$ cat config.mk
export PLATFORM = sky130hd
export DESIGN_NAME = fetch_queue
export DESIGN_NICKNAME = d
export VERILOG_FILES = /design/src/rtl/fetch_queue.sv
export SDC_FILE = /design/constraint.sdc
export NUM_CORES = 1
export LEC_CHECK = 0
export BUFFER_PORTS_ARGS = -buffer_cell sky130_fd_sc_hd__clkbuf_2
export CAP_MARGIN = 20
export CORE_MARGIN = 5
export CORE_UTILIZATION = 45
export CTS_CLUSTER_SIZE = 12
export DETAILED_ROUTE_END_ITERATION = 7
export GPL_ROUTABILITY_DRIVEN = 0
export HOLD_SLACK_MARGIN = 0.05
export PLACE_DENSITY = 0.61
export SYNTH_ARGS = -nofsm -noshare
export SYNTH_HDL_FRONTEND = slang
export SYNTH_SLANG_ARGS = --single-unit
$ cat constraint.sdc
create_clock -name clk -period 9.6 [get_ports clk]
set_input_delay 0.48 -clock clk [delete_from_list [all_inputs] [get_ports clk]]
set_output_delay 0.48 -clock clk [all_outputs]
set_load 0.01 [all_outputs]
$ cat src/rtl/fetch_queue.sv
// Prefetching instruction-fetch front end: sequential imem requests, credit-limited
// DEPTH-entry PC/instruction FIFO, redirect flush. Define FETCH_BYPASS_EN for empty-queue bypass.
module fetch_queue #(
  parameter int               XLEN     = 32,
  parameter int               DEPTH    = 4,
  parameter logic [XLEN-1:0]  RESET_PC = '0
) (
  input  logic            clk,
  input  logic            reset,
  output logic            req_valid,
  input  logic            req_ready,
  output logic [XLEN-1:0] req_addr,
  input  logic            resp_valid,
  input  logic [XLEN-1:0] resp_instr,
  input  logic            redirect_valid,
  input  logic [XLEN-1:0] redirect_pc,
  output logic            out_valid,
  input  logic            out_ready,
  output logic [XLEN-1:0] out_pc,
  output logic [XLEN-1:0] out_pc_plus_4,
  output logic [XLEN-1:0] out_instr
);

  localparam int PW = (DEPTH > 1) ? $clog2(DEPTH) : 1;
  localparam int CW = $clog2(DEPTH + 1);
  localparam int SW = CW + 2;

  logic [XLEN-1:0] fetch_pc_reg;
  logic [XLEN-1:0] resp_pc_reg;
  logic [XLEN-1:0] pc_mem    [DEPTH];
  logic [XLEN-1:0] instr_mem [DEPTH];
  logic [PW-1:0]   head_reg;
  logic [PW-1:0]   tail_reg;
  logic [CW-1:0]   count_reg;
  logic [CW-1:0]   outstanding_reg;
  logic [CW-1:0]   drop_cnt_reg;

  logic [SW-1:0]   credit_sum;
  logic [XLEN-1:0] redirect_target;
  logic            req_fire;
  logic            resp_live;
  logic            resp_drop;
  logic            bypass;
  logic            push;
  logic            pop;
  logic            fifo_nonempty;

  // Every in-flight or to-be-dropped response holds a slot, so a live response can always push.
  assign credit_sum      = SW'(count_reg) + SW'(outstanding_reg) + SW'(drop_cnt_reg);
  assign req_valid       = reset && !redirect_valid && (credit_sum < SW'(DEPTH));
  assign req_addr        = fetch_pc_reg;
  assign req_fire        = req_valid && req_ready;
  assign redirect_target = redirect_pc & ~XLEN'(3);

  assign fifo_nonempty = (count_reg != '0);
  assign resp_live     = reset && resp_valid && (drop_cnt_reg == '0) && !redirect_valid;
  assign resp_drop     = reset && resp_valid && (drop_cnt_reg != '0);
  assign pop           = fifo_nonempty && !redirect_valid && out_ready;
  assign push          = resp_live && !bypass;

`ifdef FETCH_BYPASS_EN
  assign bypass    = resp_live && !fifo_nonempty && out_ready;
  assign out_valid = !redirect_valid && (fifo_nonempty || bypass);
  assign out_pc    = fifo_nonempty ? pc_mem[head_reg]    : (bypass ? resp_pc_reg : '0);
  assign out_instr = fifo_nonempty ? instr_mem[head_reg] : (bypass ? resp_instr  : '0);
`else
  assign bypass    = 1'b0;
  assign out_valid = fifo_nonempty && !redirect_valid;
  // Gate to zero when empty so reset clears the visible outputs without resetting storage.
  assign out_pc    = fifo_nonempty ? pc_mem[head_reg]    : '0;
  assign out_instr = fifo_nonempty ? instr_mem[head_reg] : '0;
`endif

  assign out_pc_plus_4 = out_pc + XLEN'(4);

  always_ff @(posedge clk or negedge reset) begin
    if (!reset) begin
      fetch_pc_reg    <= RESET_PC;
      resp_pc_reg     <= RESET_PC;
      head_reg        <= '0;
      tail_reg        <= '0;
      count_reg       <= '0;
      outstanding_reg <= '0;
      drop_cnt_reg    <= '0;
    end else if (redirect_valid) begin
      fetch_pc_reg    <= redirect_target;
      resp_pc_reg     <= redirect_target;
      head_reg        <= '0;
      tail_reg        <= '0;
      count_reg       <= '0;
      outstanding_reg <= '0;
      // Whatever arrives this cycle is already gone, live or stale.
      drop_cnt_reg    <= drop_cnt_reg + outstanding_reg - CW'(resp_valid);
    end else begin
      if (req_fire)  fetch_pc_reg <= fetch_pc_reg + XLEN'(4);
      if (resp_live) resp_pc_reg  <= resp_pc_reg + XLEN'(4);
      if (resp_drop) drop_cnt_reg <= drop_cnt_reg - CW'(1);
      if (push)      tail_reg     <= tail_reg + PW'(1);
      if (pop)       head_reg     <= head_reg + PW'(1);
      outstanding_reg <= outstanding_reg + CW'(req_fire) - CW'(resp_live);
      count_reg       <= count_reg + CW'(push) - CW'(pop);
    end
  end

  always_ff @(posedge clk) begin
    if (push) begin
      pc_mem[tail_reg]    <= resp_pc_reg;
      instr_mem[tail_reg] <= resp_instr;
    end
  end

endmodule

After elaboration in Yosys (flattened, before gate mapping)
Memory sizes are Yosys's and may differ from the RTL's.
Index checks and enable logic that the tools add are counted.
{"block": "totals", "reg_bits": 77, "ramBits": 256, "inputBits": 70, "word_cells": 57, "mem_count": 2}
{"name": "instr_mem", "depth": 4, "word_bits": 32, "rd": 1, "rd_clocked_by_memory_dff": 0, "wr": 1, "line_no": "31", "source": "logic [XLEN-1:0] instr_mem [DEPTH];"}
{"name": "pc_mem", "depth": 4, "word_bits": 32, "rd": 1, "rd_clocked_by_memory_dff": 0, "wr": 1, "line_no": "30", "source": "logic [XLEN-1:0] pc_mem [DEPTH];"}
{"block": "op_classes", "reduce_logical": 17, "magnitude_cmp": 1, "muxes": 16, "addsub": 14}
{"operator": "32-bit 2-to-1 mux", "n": 6}
{"operator": "32-bit by 3-bit adder with 32-bit output (second input constant)", "n": 3}
{"operator": "3-bit 2-to-1 mux", "n": 4}
{"operator": "1-bit logical AND", "n": 9}
{"operator": "3-bit by 1-bit subtractor with 3-bit output", "n": 3}
{"operator": "2-bit 2-to-1 mux", "n": 4}
{"operator": "2-bit nonzero test", "n": 4}
{"operator": "3-bit by 1-bit adder with 3-bit output", "n": 2}
{"operator": "3-bit nonzero test", "n": 2}
{"operator": "4-bit by 3-bit adder with 5-bit output", "n": 1}
{"operator": "5-bit by 3-bit less-than comparator with 1-bit output (second input constant)", "n": 1}
{"operator": "2-bit by 1-bit adder with 2-bit output (second input constant)", "n": 2}
{"operator": "3-bit by 3-bit adder with 4-bit output", "n": 1}
{"operator": "3-bit adder", "n": 1}
{"operator": "3-bit logical NOT", "n": 1}
{"operator": "3-bit by 1-bit subtractor with 3-bit output (second input constant)", "n": 1}
{"operator": "1-bit 2-to-1 mux", "n": 2}
{"operator": "1-bit logical NOT", "n": 1}

Longest topological paths before layout
{"block": "logic_depth", "word_depth": 8, "depth_mapped": 16, "depth_no_buf": 15}

Worst setup path before layout
Ideal clock, no wire load.
{"block": "synth_timing", "path_type": "register to register", "start": "register count_reg[1]", "end": "register outstanding_reg[2]", "arrival_ps": 3331, "synth_period_minus_slack_ps": 3463, "setup_ps": 132, "stages_incl_launch_ff": 17, "path_slack_ps": 6137, "path_cell_list": "dfrtp_1 -> inv_1 -> fa_1 -> nor2_1 -> fa_1 -> nor3b_1 -> nand2_1 -> a21oi_1 -> inv_2 -> buf_1 -> ha_1 -> inv_1 -> ha_1 -> inv_1 -> fa_1 -> xnor2_1 -> nor2_1"}
{"block": "synth_via", "elab_chain_len": 8}
{"element": "start: declaration", "line_no": "34", "source": "logic [CW-1:0] count_reg;"}
{"element": "start signal: assignment", "line_no": "101", "source": "count_reg <= count_reg + CW'(push) - CW'(pop);"}
{"element": "3-bit by 3-bit adder with 4-bit output", "line_no": "49", "source": "assign credit_sum = SW'(count_reg) + SW'(outstanding_reg) + SW'(drop_cnt_reg);"}
{"element": "4-bit by 3-bit adder with 5-bit output", "line_no": "49"}
{"element": "5-bit by 3-bit less-than comparator with 1-bit output", "line_no": "50", "source": "assign req_valid = reset && !redirect_valid && (credit_sum < SW'(DEPTH));"}
{"element": "1-bit logical AND", "line_no": "50"}
{"element": "1-bit logical AND", "line_no": "52", "source": "assign req_fire = req_valid && req_ready;"}
{"element": "3-bit by 1-bit adder with 3-bit output", "line_no": "100", "source": "outstanding_reg <= outstanding_reg + CW'(req_fire) - CW'(resp_live);"}
{"element": "3-bit by 1-bit subtractor with 3-bit output", "line_no": "100"}
{"element": "3-bit 2-to-1 mux", "line_no": "85", "source": "end else if (redirect_valid) begin"}
{"element": "end signal: assignment", "line_no": "100"}
{"element": "end: declaration", "line_no": "35", "source": "logic [CW-1:0] outstanding_reg;"}
No other way between the ends.
A chain may end at the register's enable or synchronous reset.

Worst setup path after layout
{"block": "layout_timing", "start": "register head_reg[0]", "end": "output port out_pc_plus_4[28]"}
{"block": "layout_via", "elab_chain_len": 3}
{"element": "start: declaration", "line_no": "32", "source": "logic [PW-1:0] head_reg;"}
{"element": "start signal: assignment", "line_no": "99", "source": "if (pop) head_reg <= head_reg + PW'(1);"}
{"element": "memory 4 x 32 bit"}
{"element": "32-bit 2-to-1 mux", "line_no": "70", "source": "assign out_pc = fifo_nonempty ? pc_mem[head_reg] : '0;"}
{"element": "32-bit by 3-bit adder with 32-bit output", "line_no": "74", "source": "assign out_pc_plus_4 = out_pc + XLEN'(4);"}
{"element": "end: declaration", "line_no": "20", "source": "output logic [XLEN-1:0] out_pc_plus_4,"}
No other way between the ends.

==> run_results.csv <==
group,metric,value,unit
outcome,status,"finished clean",
cells_and_area,top_register,"instr_mem",
placed_design,io_buffers,191,
power,powerDensity,231,nW/um^2
cells_and_area,fin_util,0.532,
die,die_y,192,um
logic_synthesis,synth.top_cell.area_share,0.497,
grt,grt_max_degree,67,
clock_tree,cts.clk_slew.worst_paths,60,ps
logic_synthesis,synth_common_cells,"248 x edfxtp_1, 88 x nand2_1, 73 x dfrtp_1",
power,p_leak,6.39,nW
sta,worst_pin_slew,986,ps
sta,slew_viol_final,0,
worst_setup_path,worst-endpoint-arrival,4350,ps
worst_setup_path,worst_ep_required_time,9120,ps
drt,drtIter0Drc,515,
die,core,32700,um^2
worst_setup_path,crit_fanout,56,
grt,grt_util_all_layers,0.185,
cells_and_area,drive_above_1_share,0.274,
logic_synthesis,synthArstFlopShare,0.227,
cells_and_area,antenna_cells,0,
worst_setup_path,rr_worst_depth,16,
sta,fin_skew,27.8,ps
logic_synthesis,avgSynthCellArea,14.4,um^2
power,p_clk_frac,0.307,
power,ir_drop,128,uV
power,p_int,2.77,mW
placed_design,place_ws,5180,ps
drt,drt_first_pass_iters,4,
grt,grt_antenna_before_repair,0,
logic_synthesis,synth-main-ff-cell,"edfxtp_1",
die,start_util,0.458,
die,pin_count,200,
logic_synthesis,synthCells,1041,
cells_and_area,syn2layout_area_growth,16.0,%
logic_synthesis,syn_area,15000,um^2
clock_tree,cts_tree,"built",
worst_setup_path,r2r_start,"count_reg[1]$_DFF_PN0_",
grt,grt_pass1_vias,9581,
worst_setup_path,start_kind,"flip-flop",
clock_tree,cts_buffers,35,
die,core.rowCount,66,
worst_hold_path,worstHoldStart,"resp_instr[8]",
logic_synthesis,ys_seq_area_frac,0.619,
sta,clock.fmax,207,MHz
clock_tree,cts_root_buffer,"clkbuf_16",
placed_design,hpwl,22.3,mm
logic_synthesis,synth_cell_types,68,
placed_design,placed_area,16300,um^2
worst_setup_path,crit_start,"head_reg[0]$_DFFE_PN0P_",
logic_synthesis,synth_edf_count,248,
power,p_switching,1.25,mW
drt,wl_per_cell,20.0,um
clock_tree,cts_resized,0,
logic_synthesis,yosysTopAreaCell,"edfxtp_1",
logic_synthesis,synth_seq_cells,321,
worst_hold_path,holdCritPathClass,"input pin to flip-flop",
drt,vias,9261,
die,dieArea,37000,um^2
cells_and_area,final_nets,1328,
logic_synthesis,yosysWarnings,0,
sta,fin_crit,4830,ps
drt,wl,34.0,mm
sta,max_slew_margin,0.337,
clock_tree,clock_sinks,321,
sta,whs,188,ps
clock_tree,postCtsSetupBuffers,0,
sta,tns,0,ps
power,swShare,0.311,
drt,antenna_left,0,
die,fp.dieW,192,um
logic_synthesis,yosys-top-cells-area,"edfxtp_1 50%, dfrtp_1 12%, mux4_2 8.3%, xnor2_1 2.6%, and2_1 2.5%",
cells_and_area,largestRegisters,"instr_mem x128, pc_mem x120",
power,comb_power_share,0.276,
cells_and_area,fill_cells,2778,
clock_tree,clockBufferDepth,3,
worst_setup_path,critPathKind,"flip-flop to output pin",
sta,setup_ws,4770,ps
drt,post_drt_via_cell_ratio,5.45,
clock_tree,cts_hold_buf,1,
sta,rsz0062_at_grt,"false",
sta,finalHoldViolations,0,
job,maxCapViolCount,0,
cells_and_area,design_area,17400,um^2
worst_hold_path,hold_depth,1,
clock_tree,h-tree-depth,2,
grt,grt_overflow,0,
placed_design,dp_cells,1638,
drt,drc,0,
clock_tree,clkLatencyLatePin,520,ps
sta,fin_crit_sh,0.503,
worst_setup_path,cp-end-kind,"output pin",
logic_synthesis,yosys.cell_count.top_type,"edfxtp_1",
cells_and_area,instances_no_fill,1699,
power,seq_power_share,0.418,
cells_and_area,largest_reg_flops,128,
grt,grt_first_pass_wirelength,53.7,mm
power,p_total,4.02,mW
sta,setup_viol,0,
## cells in the final DEF, fill, tap and decap left out, drive strengths merged, types with 17 or more instances in the layout
| cell type | count |
|---|---|
| edfxtp | 248 |
| clkbuf | 237 |
| nand2 | 88 |
| dfrtp | 73 |
| mux4 | 66 |
| and2 | 62 |
| nor2 | 51 |
| nand3 | 50 |
| xnor2 | 44 |
| o21ai | 37 |
| inv | 35 |
| xor2 | 28 |
| nand4 | 27 |
| ha | 18 |
| mux2 | 17 |
| and3 | 17 |
## final cells by class
class | count | area (um^2) | share of cell area
clock inverters | 13 | 108 | 0.00619
flip-flops and latches | 321 | 9280 | 0.534
clock buffers | 47 | 941 | 0.0541
well taps | 442 | 553 | 0.0318
inverters | 35 | 131 | 0.00756
multi-input cells | 637 | 5320 | 0.306
repair buffers | 204 | 1060 | 0.0609
## worst max-delay path, cell delays in order (launching register included)
cell      delay (ps)
dfrtp_4          890
buf_4            780
mux4_2           650
nor4_1           870
nand4_1          240
xnor2_1          190
clkbuf_2         150
## metal layers
metal | track usage | part of all wire
met3 | 0.0309 | 0.064
met5 | 0 | 0
met4 | 0.0442 | 0.018
met2 | 0.299 | 0.47
met1 | 0.264 | 0.45
## kinds of logic (layout without fill, tap and decap cells)
logic type      count (synthesis)  in the layout  share of synthesized area
other cells                     1              6                   0.000250
fa+ha+maj                      24             24                     0.0230
xor+xnor                       72             72                     0.0421
compound gates                 89             89                     0.0379
mux                            87             87                      0.117
buf+inv                        88            299                     0.0283
simple gates                  359            359                      0.132
flops                         321            321                      0.619
## power groups by stage
| stage | Combinational [mW] | Sequential (mW) | Clock, mW |
|---|---|---|---|
| floorplan | 0.764 | 1.66 | 0 |
| global placement | 1.12 | 1.70 | 0 |
| detailed placement | 1.12 | 1.71 | 0 |
| CTS | 1.13 | 1.68 | 1.26 |
| global route | 1.22 | 1.69 | 1.32 |
| finish | 1.11 | 1.68 | 1.23 |
## path summary, 6_finish.rpt
kind	to	slack, ps
min in group asynchronous	req_addr[8]$_DFFE_PN0N_	460
hold reg to reg	req_addr[29]$_DFFE_PN0N_	560
hold / removal	instr_mem[3][8]$_DFFE_PP_	190
max in group asynchronous	resp_pc_reg[13]$_DFFE_PN0N_	8200
setup / recovery	out_pc_plus_4[28]	4770
setup reg to reg	outstanding_reg[2]$_DFF_PN0_	5760
Power figures use the tool's default switching activity.
